<file path="src/rtl/vend_pkg.sv">
// Shared codes, state encoding and price lookup for the vending transaction controller.
package vend_pkg;

    localparam int unsigned COIN_5_RS  = 5;
    localparam int unsigned COIN_10_RS = 10;

    typedef enum logic {
        COIN_5  = 1'b0,
        COIN_10 = 1'b1
    } coin_t;

    typedef enum logic [1:0] {
        PROD_A = 2'd0,
        PROD_B = 2'd1,
        PROD_C = 2'd2,
        PROD_D = 2'd3
    } product_t;

    // Busy states share bit 1 so DISPENSE/PAYOUT are easy to spot in waveforms.
    typedef enum logic [1:0] {
        ST_IDLE     = 2'd0,
        ST_COLLECT  = 2'd1,
        ST_DISPENSE = 2'd2,
        ST_PAYOUT   = 2'd3
    } state_t;

    // Map a product code to its price in Rs.
    function automatic int unsigned price_of(input logic [1:0] product,
                                             input int unsigned price_a,
                                             input int unsigned price_b,
                                             input int unsigned price_c,
                                             input int unsigned price_d);
        case (product)
            PROD_A:  return price_a;
            PROD_B:  return price_b;
            PROD_C:  return price_c;
            default: return price_d;
        endcase
    endfunction

endpackage

</file>
<file path="src/rtl/vend_timer.sv">
// Loadable down-counter: load starts a LIMIT-cycle window, clear stops it,
// expire_c is high for exactly the last cycle of an uninterrupted window.
module vend_timer #(
    parameter int unsigned LIMIT = 16
) (
    input  logic clk,
    input  logic rst,
    input  logic load,
    input  logic clear,
    output logic expire_c
);
    localparam int unsigned CNT_W = (LIMIT > 1) ? $clog2(LIMIT) : 1;

    logic [CNT_W-1:0] cnt;
    logic             active;

    // Count down while active; load wins over clear so a restart is never lost.
    always_ff @(posedge clk or posedge rst) begin
        if (rst) begin
            cnt    <= '0;
            active <= 1'b0;
        end else if (load) begin
            cnt    <= CNT_W'(LIMIT - 1);
            active <= 1'b1;
        end else if (clear) begin
            active <= 1'b0;
        end else if (active) begin
            if (cnt == '0) begin
                active <= 1'b0;
            end else begin
                cnt <= cnt - CNT_W'(1);
            end
        end
    end

    assign expire_c = active && (cnt == '0);

endmodule

</file>
<file path="src/rtl/vend_txn_controller.sv">
// Vending transaction sequencer: credit accumulation, selection check,
// dispenser handshake and 5 Rs change payout.
module vend_txn_controller
    import vend_pkg::*;
#(
    parameter int unsigned CREDIT_W     = 6,
    parameter int unsigned MAX_CREDIT   = 40,
    parameter int unsigned PRICE_A      = 5,
    parameter int unsigned PRICE_B      = 10,
    parameter int unsigned PRICE_C      = 15,
    parameter int unsigned PRICE_D      = 20,
    parameter int unsigned IDLE_TIMEOUT = 1000,
    parameter int unsigned DISP_TIMEOUT = 500
) (
    input  logic                clk,
    input  logic                rst,
    input  logic                in_coin_valid,
    input  logic                in_coin_type,
    input  logic                in_sel_valid,
    input  logic [1:0]          in_product,
    input  logic                in_cancel,
    output logic                out_dispense_req,
    input  logic                in_dispense_ack,
    output logic                out_change_req,
    input  logic                in_change_ack,
    output logic [CREDIT_W-1:0] out_credit,
    output logic                out_coin_reject,
    output logic                out_short,
    output logic                out_vend_done,
    output logic                out_error,
    output logic                out_busy
);
    localparam int unsigned SUM_W = CREDIT_W + 1;

    state_t              state;
    logic [CREDIT_W-1:0] price_q;
    logic [CREDIT_W-1:0] sel_price;
    logic [SUM_W-1:0]    coin_sum;
    logic                coin_fits;
    logic                activity;
    logic                in_collect;
    logic                quiet_expire;
    logic                idle_expire_c;
    logic                disp_expire_c;

    assign in_collect   = (state == ST_COLLECT);
    assign activity     = in_coin_valid | in_sel_valid | in_cancel;
    assign coin_sum     = {1'b0, out_credit} + ((in_coin_type == COIN_10) ? SUM_W'(COIN_10_RS)
                                                                          : SUM_W'(COIN_5_RS));
    assign coin_fits    = (coin_sum <= SUM_W'(MAX_CREDIT));
    assign sel_price    = CREDIT_W'(price_of(in_product, PRICE_A, PRICE_B, PRICE_C, PRICE_D));
    // A coin/select/cancel in the expiry cycle counts as activity and suppresses the refund.
    assign quiet_expire = in_collect & idle_expire_c & ~activity;

    vend_timer #(.LIMIT(IDLE_TIMEOUT)) u_idle_timer (
        .clk      (clk),
        .rst      (rst),
        .load     (((state == ST_IDLE) || in_collect) && activity),
        .clear    (!in_collect),
        .expire_c (idle_expire_c)
    );

    vend_timer #(.LIMIT(DISP_TIMEOUT)) u_disp_timer (
        .clk      (clk),
        .rst      (rst),
        .load     (in_collect && in_sel_valid),
        .clear    (state != ST_DISPENSE),
        .expire_c (disp_expire_c)
    );

    // Transaction FSM with registered credit, handshakes and status pulses.
    always_ff @(posedge clk or posedge rst) begin
        if (rst) begin
            state            <= ST_IDLE;
            out_credit       <= '0;
            price_q          <= '0;
            out_dispense_req <= 1'b0;
            out_change_req   <= 1'b0;
            out_coin_reject  <= 1'b0;
            out_short        <= 1'b0;
            out_vend_done    <= 1'b0;
            out_error        <= 1'b0;
            out_busy         <= 1'b0;
        end else begin
            out_coin_reject <= 1'b0;
            out_short       <= 1'b0;
            out_vend_done   <= 1'b0;
            out_error       <= 1'b0;

            case (state)
                ST_IDLE, ST_COLLECT: begin
                    if (in_coin_valid) begin
                        if (coin_fits) begin
                            out_credit <= coin_sum[CREDIT_W-1:0];
                            state      <= ST_COLLECT;
                        end else begin
                            out_coin_reject <= 1'b1;
                        end
                    end
                    // Cancel beats select; select sees the pre-coin credit.
                    if (in_collect && (in_cancel || quiet_expire)) begin
                        state          <= ST_PAYOUT;
                        out_change_req <= 1'b1;
                        out_busy       <= 1'b1;
                    end else if (in_sel_valid) begin
                        if (in_collect && (sel_price <= out_credit)) begin
                            state            <= ST_DISPENSE;
                            price_q          <= sel_price;
                            out_dispense_req <= 1'b1;
                            out_busy         <= 1'b1;
                        end else begin
                            out_short <= 1'b1;
                        end
                    end
                end

                ST_DISPENSE: begin
                    out_coin_reject <= in_coin_valid;
                    if (in_dispense_ack) begin
                        out_dispense_req <= 1'b0;
                        out_vend_done    <= 1'b1;
                        out_credit       <= out_credit - price_q;
                        if (out_credit != price_q) begin
                            state          <= ST_PAYOUT;
                            out_change_req <= 1'b1;
                        end else begin
                            state    <= ST_IDLE;
                            out_busy <= 1'b0;
                        end
                    end else if (disp_expire_c) begin
                        out_dispense_req <= 1'b0;
                        out_error        <= 1'b1;
                        out_change_req   <= 1'b1;
                        state            <= ST_PAYOUT;
                    end
                end

                ST_PAYOUT: begin
                    out_coin_reject <= in_coin_valid;
                    // Return-to-zero: drop after each ack, re-raise one idle cycle later.
                    if (out_change_req && in_change_ack && (out_credit >= CREDIT_W'(COIN_5_RS))) begin
                        out_credit     <= out_credit - CREDIT_W'(COIN_5_RS);
                        out_change_req <= 1'b0;
                        if (out_credit == CREDIT_W'(COIN_5_RS)) begin
                            state    <= ST_IDLE;
                            out_busy <= 1'b0;
                        end
                    end else if (!out_change_req && (out_credit != '0)) begin
                        out_change_req <= 1'b1;
                    end
                end

                default: begin
                    state <= ST_IDLE;
                end
            endcase
        end
    end

endmodule

</file>
<file path="config.mk">
export PLATFORM = sky130hd
export DESIGN_NAME = vend_txn_controller
export DESIGN_NICKNAME = d
export VERILOG_FILES = /design/src/rtl/vend_pkg.sv /design/src/rtl/vend_timer.sv /design/src/rtl/vend_txn_controller.sv
export SDC_FILE = /design/constraint.sdc
export NUM_CORES = 1
export LEC_CHECK = 0
export ABC_AREA = 0
export CORE_UTILIZATION = 48
export DETAILED_ROUTE_END_ITERATION = 10
export PLACE_DENSITY = 0.64
export SLEW_MARGIN = 20
export SYNTH_ARGS = -nofsm -noshare
export SYNTH_HDL_FRONTEND = slang
export SYNTH_SLANG_ARGS = --single-unit
</file>
<file path="constraint.sdc">
create_clock -name clk -period 3.3 [get_ports clk]
set_clock_uncertainty 0.2 [all_clocks]
set_input_delay 0.66 -clock clk [delete_from_list [all_inputs] [get_ports clk]]
set_output_delay 0.66 -clock clk [all_outputs]
set_load 0.02 [all_outputs]
</file>
==> impl_metrics.json, run 1 <==
{
  "status": "complete, no violations",
  "synthMuxAreaShare_pct": 2.166,
  "cap_violations": 0,
  "synth_seq_area_share_pct": 35.37,
  "p_total_uw": 2778,
  "slew_violations": 0,
  "synth_enable_flop_cells": 0,
  "area_growth_pct": 19.94,
  "setup_viol": 0,
  "die_height_um": 78.79,
  "fin_area_mm2": 0.003395,
  "clock.fmax_mhz": 319.0,
  "leakagePower_uw": 0.001501,
  "synthAdderAreaFrac_pct": 12.02,
  "drtPass1Iterations": 4,
  "crit_arrival_ns": 3.13,
  "yosys_warnings": 0,
  "synthXorXnorAreaFrac_pct": 4.642,
  "grt_pass1_wl_mm": 11.41,
  "ys.flop_type": "dfrtp_1",
  "cp_max_fo": 5,
  "tns_ns": 0,
  "async_flop_share_pct": 100.0,
  "die_w_um": 78.79,
  "placed_area_mm2": 0.003304,
  "irDropWorstVdd_v": 0.0004527,
  "syn_inst": 305,
  "pin_count": 23,
  "max_slew_margin_pct": 56.57,
  "final_nets": 388,
  "layout_common_cells": "dfrtp_1, buf_4, nor2_1",
  "finalHoldViolCount": 0,
  "gr-total-overflow": 0,
  "crit_type": "in -> reg",
  "layout_commonest_cell": "dfrtp_1",
  "avgSynthCellArea_um2": 9.279,
  "seq_area_mm2": 0.001001,
  "synth_top_family_by_area": "simple AND/OR/NAND/NOR gates",
  "antenna_found_initial": 0,
  "fin_hold_ws_ns": 0.3140,
  "power.density_mw_per_mm2": 818.4,
  "cts_tree": "done",
  "end_kind": "flop",
  "core_area_mm2": 0.005608,
  "drc": 0,
  "multi_input_area_mm2": 0.001724,
  "syn_area_mm2": 0.002830,
  "synth-compound-area-share_pct": 20.51,
  "fin_crit_ns": 3.135,
  "die_area_mm2": 0.006207,
  "clock_sinks": 40,
  "yosys.area_share.simple_pct": 21.26,
  "cts.path.max_buffers": 2,
  "ys_types": 60,
  "vias": 2428,
  "fillerInstances": 513,
  "grt_max_degree": 41,
  "clk_latency_ns": 0.29,
  "wl_mm": 6.619,
  "routed_via_density": 5.726,
  "clockRootBuffer": "clkbuf_8",
  "fin_crit_sh_pct": 95.00,
  "drive_gt1_share_pct": 13.64,
  "ys_ff_latch": 40,
  "drt-initial-drc-count": 146,
  "num_rows": 27,
  "port_buffers": 22,
  "startpoint_type": "primary input",
  "initial_core_util_pct": 50.47,
  "syn-num-nets": 341,
  "antenna_left": 0,
  "final_core_utilization_pct": 60.53,
  "hpwl_mm": 5.070,
  "cts_buffers": 5,
  "grt_pass1_vias": 2362,
  "min_path_type": "reg -> reg",
  "grt.total_usage_pct": 23.50,
  "clk_pin_slew_ns": 0.08,
  "antennaDiodeCount": 0,
  "h-tree-depth": 2,
  "gp_congestion": 0.8743,
  "routedWlPerCell_um": 15.61,
  "worstMarginPinSlew_ns": 0.6455,
  "hold_buffers": 0,
  "required_ns": 3.30,
  "rsz0062_at_grt": "no"
}
timing repair:
action | in CTS | in global routing
endpoints found under the setup margin | 0 | 3
buffers inserted | 0 | 0
resized for setup | 0 | 2
state kept, by name, summed over array words and instances, names as in the netlist:
name                 count
out_error                1
u_idle_timer.active      1
out_busy                 1
u_idle_timer.cnt        10
out_coin_reject          1
out_credit               6
state                    2
u_disp_timer.cnt         9
out_short                1
out_dispense_req         1
u_disp_timer.active      1
out_vend_done            1
price_q                  4
out_change_req           1
worst max-delay path, stage by stage:
cell             delay (ns)
clkdlybuf4s50_1        0.47
inv_1                  0.06
ha_1                   0.22
fa_1                   0.42
xor2_1                 0.19
nor3_1                 0.07
o32ai_1                0.41
a21oi_2                0.13
o21ai_2                0.12
buf_4                  0.16
mux2i_1                0.21
cell type report:
cell class,instances,share of cell area (%)
Sequential cell,40,29.49
Inverter,22,2.433
Timing Repair Buffer,48,12.24
Tap cell,72,2.654
Clock inverter,2,0.3686
Clock buffer,5,2.027
Multi-Input combinational cell,235,50.79
cells by family after synthesis:
group | count (synthesis)
muxes | 6
buffers and inverters | 30
xor gates and xnor gates | 15
AOI/OAI and AO/OA | 79
adders and majority gates | 26
and+or+nand+nor | 109
DFF | 40
Yosys cell counts (2+ instances only):
cell	n	area share, %
o31ai_1	3	0.80
clkbuf_1	5	0.66
mux2i_1	5	1.8
o211ai_1	4	1.1
nand2b_1	7	1.5
nand2_1	22	2.9
xor2_1	4	1.2
or4_4	3	1.2
inv_1	22	2.9
buf_1	2	0.27
nor2_1	25	3.3
o311ai_4	2	1.9
o21a_1	5	1.3
ha_1	24	11
and4_1	2	0.62
nor3_1	9	1.6
o21ai_0	14	2.5
and2_1	2	0.44
or3_2	2	0.53
a21boi_0	2	0.53
xnor2_1	11	3.4
and3_1	5	1.1
fa_1	2	1.4
a211oi_1	4	1.1
or3_1	2	0.44
o2bb2ai_1	4	1.2
and3b_1	2	0.62
a31oi_1	4	0.88
dfrtp_1	40	35
o221ai_1	3	0.93
nor4_1	3	0.66
a21oi_1	16	2.8
nand3_1	8	1.4
nor2b_1	8	1.8
a211o_1	2	0.62
o41ai_1	2	0.62
or4_1	2	0.53
worst paths after layout:
| path | start | endpoint | slack [ns] | depth (start not counted) |
|---|---|---|---|---|
| hold / removal | u_disp_timer.cnt[8] | u_disp_timer.cnt[8] | 0.31 | 2 |
| max in group asynchronous | rst | out_coin_reject | 1.94 | 3 |
| hold reg to reg | u_disp_timer.cnt[8] | u_disp_timer.cnt[8] | 0.31 | 2 |
| setup reg to reg | out_credit[0] | out_credit[4] | 0.62 | 11 |
| min in group asynchronous | rst | out_short | 0.60 | 3 |
| setup / recovery | in_coin_type | out_credit[3] | 0.17 | 11 |
layer usage:
layer	wire length [um]	global-route usage, %
met5	0	0
met4	27	5.000
met3	352	3.793
met2	2945	36.96
met1	3294	33.82
report_power, final:
part / internal [uW] / switching, uW / total (uW)
Sequential: 613 / 147 / 760
Combinational: 787 / 917 / 1700
Clock: 143 / 171 / 314
Total: 1540 / 1230 / 2780
stage by stage:
stage	instances	worst slack (ns)
6_report	424	0.1651
5_1_grt	424	0.01614
4_1_cts	424	0.1786
3_5_place_dp	417	-0.1361
3_3_place_gp	417	-0.07164
2_1_floorplan	305	0.3772
No activity file was read; power rests on OpenSTA's default activity.
==> inputs of run 2 (changes only) <==
CTS_CLUSTER_DIAMETER = 80   (was unset)
==> results of run 2 <==
Final layout, timing and power as in run 1 (identical DEF).
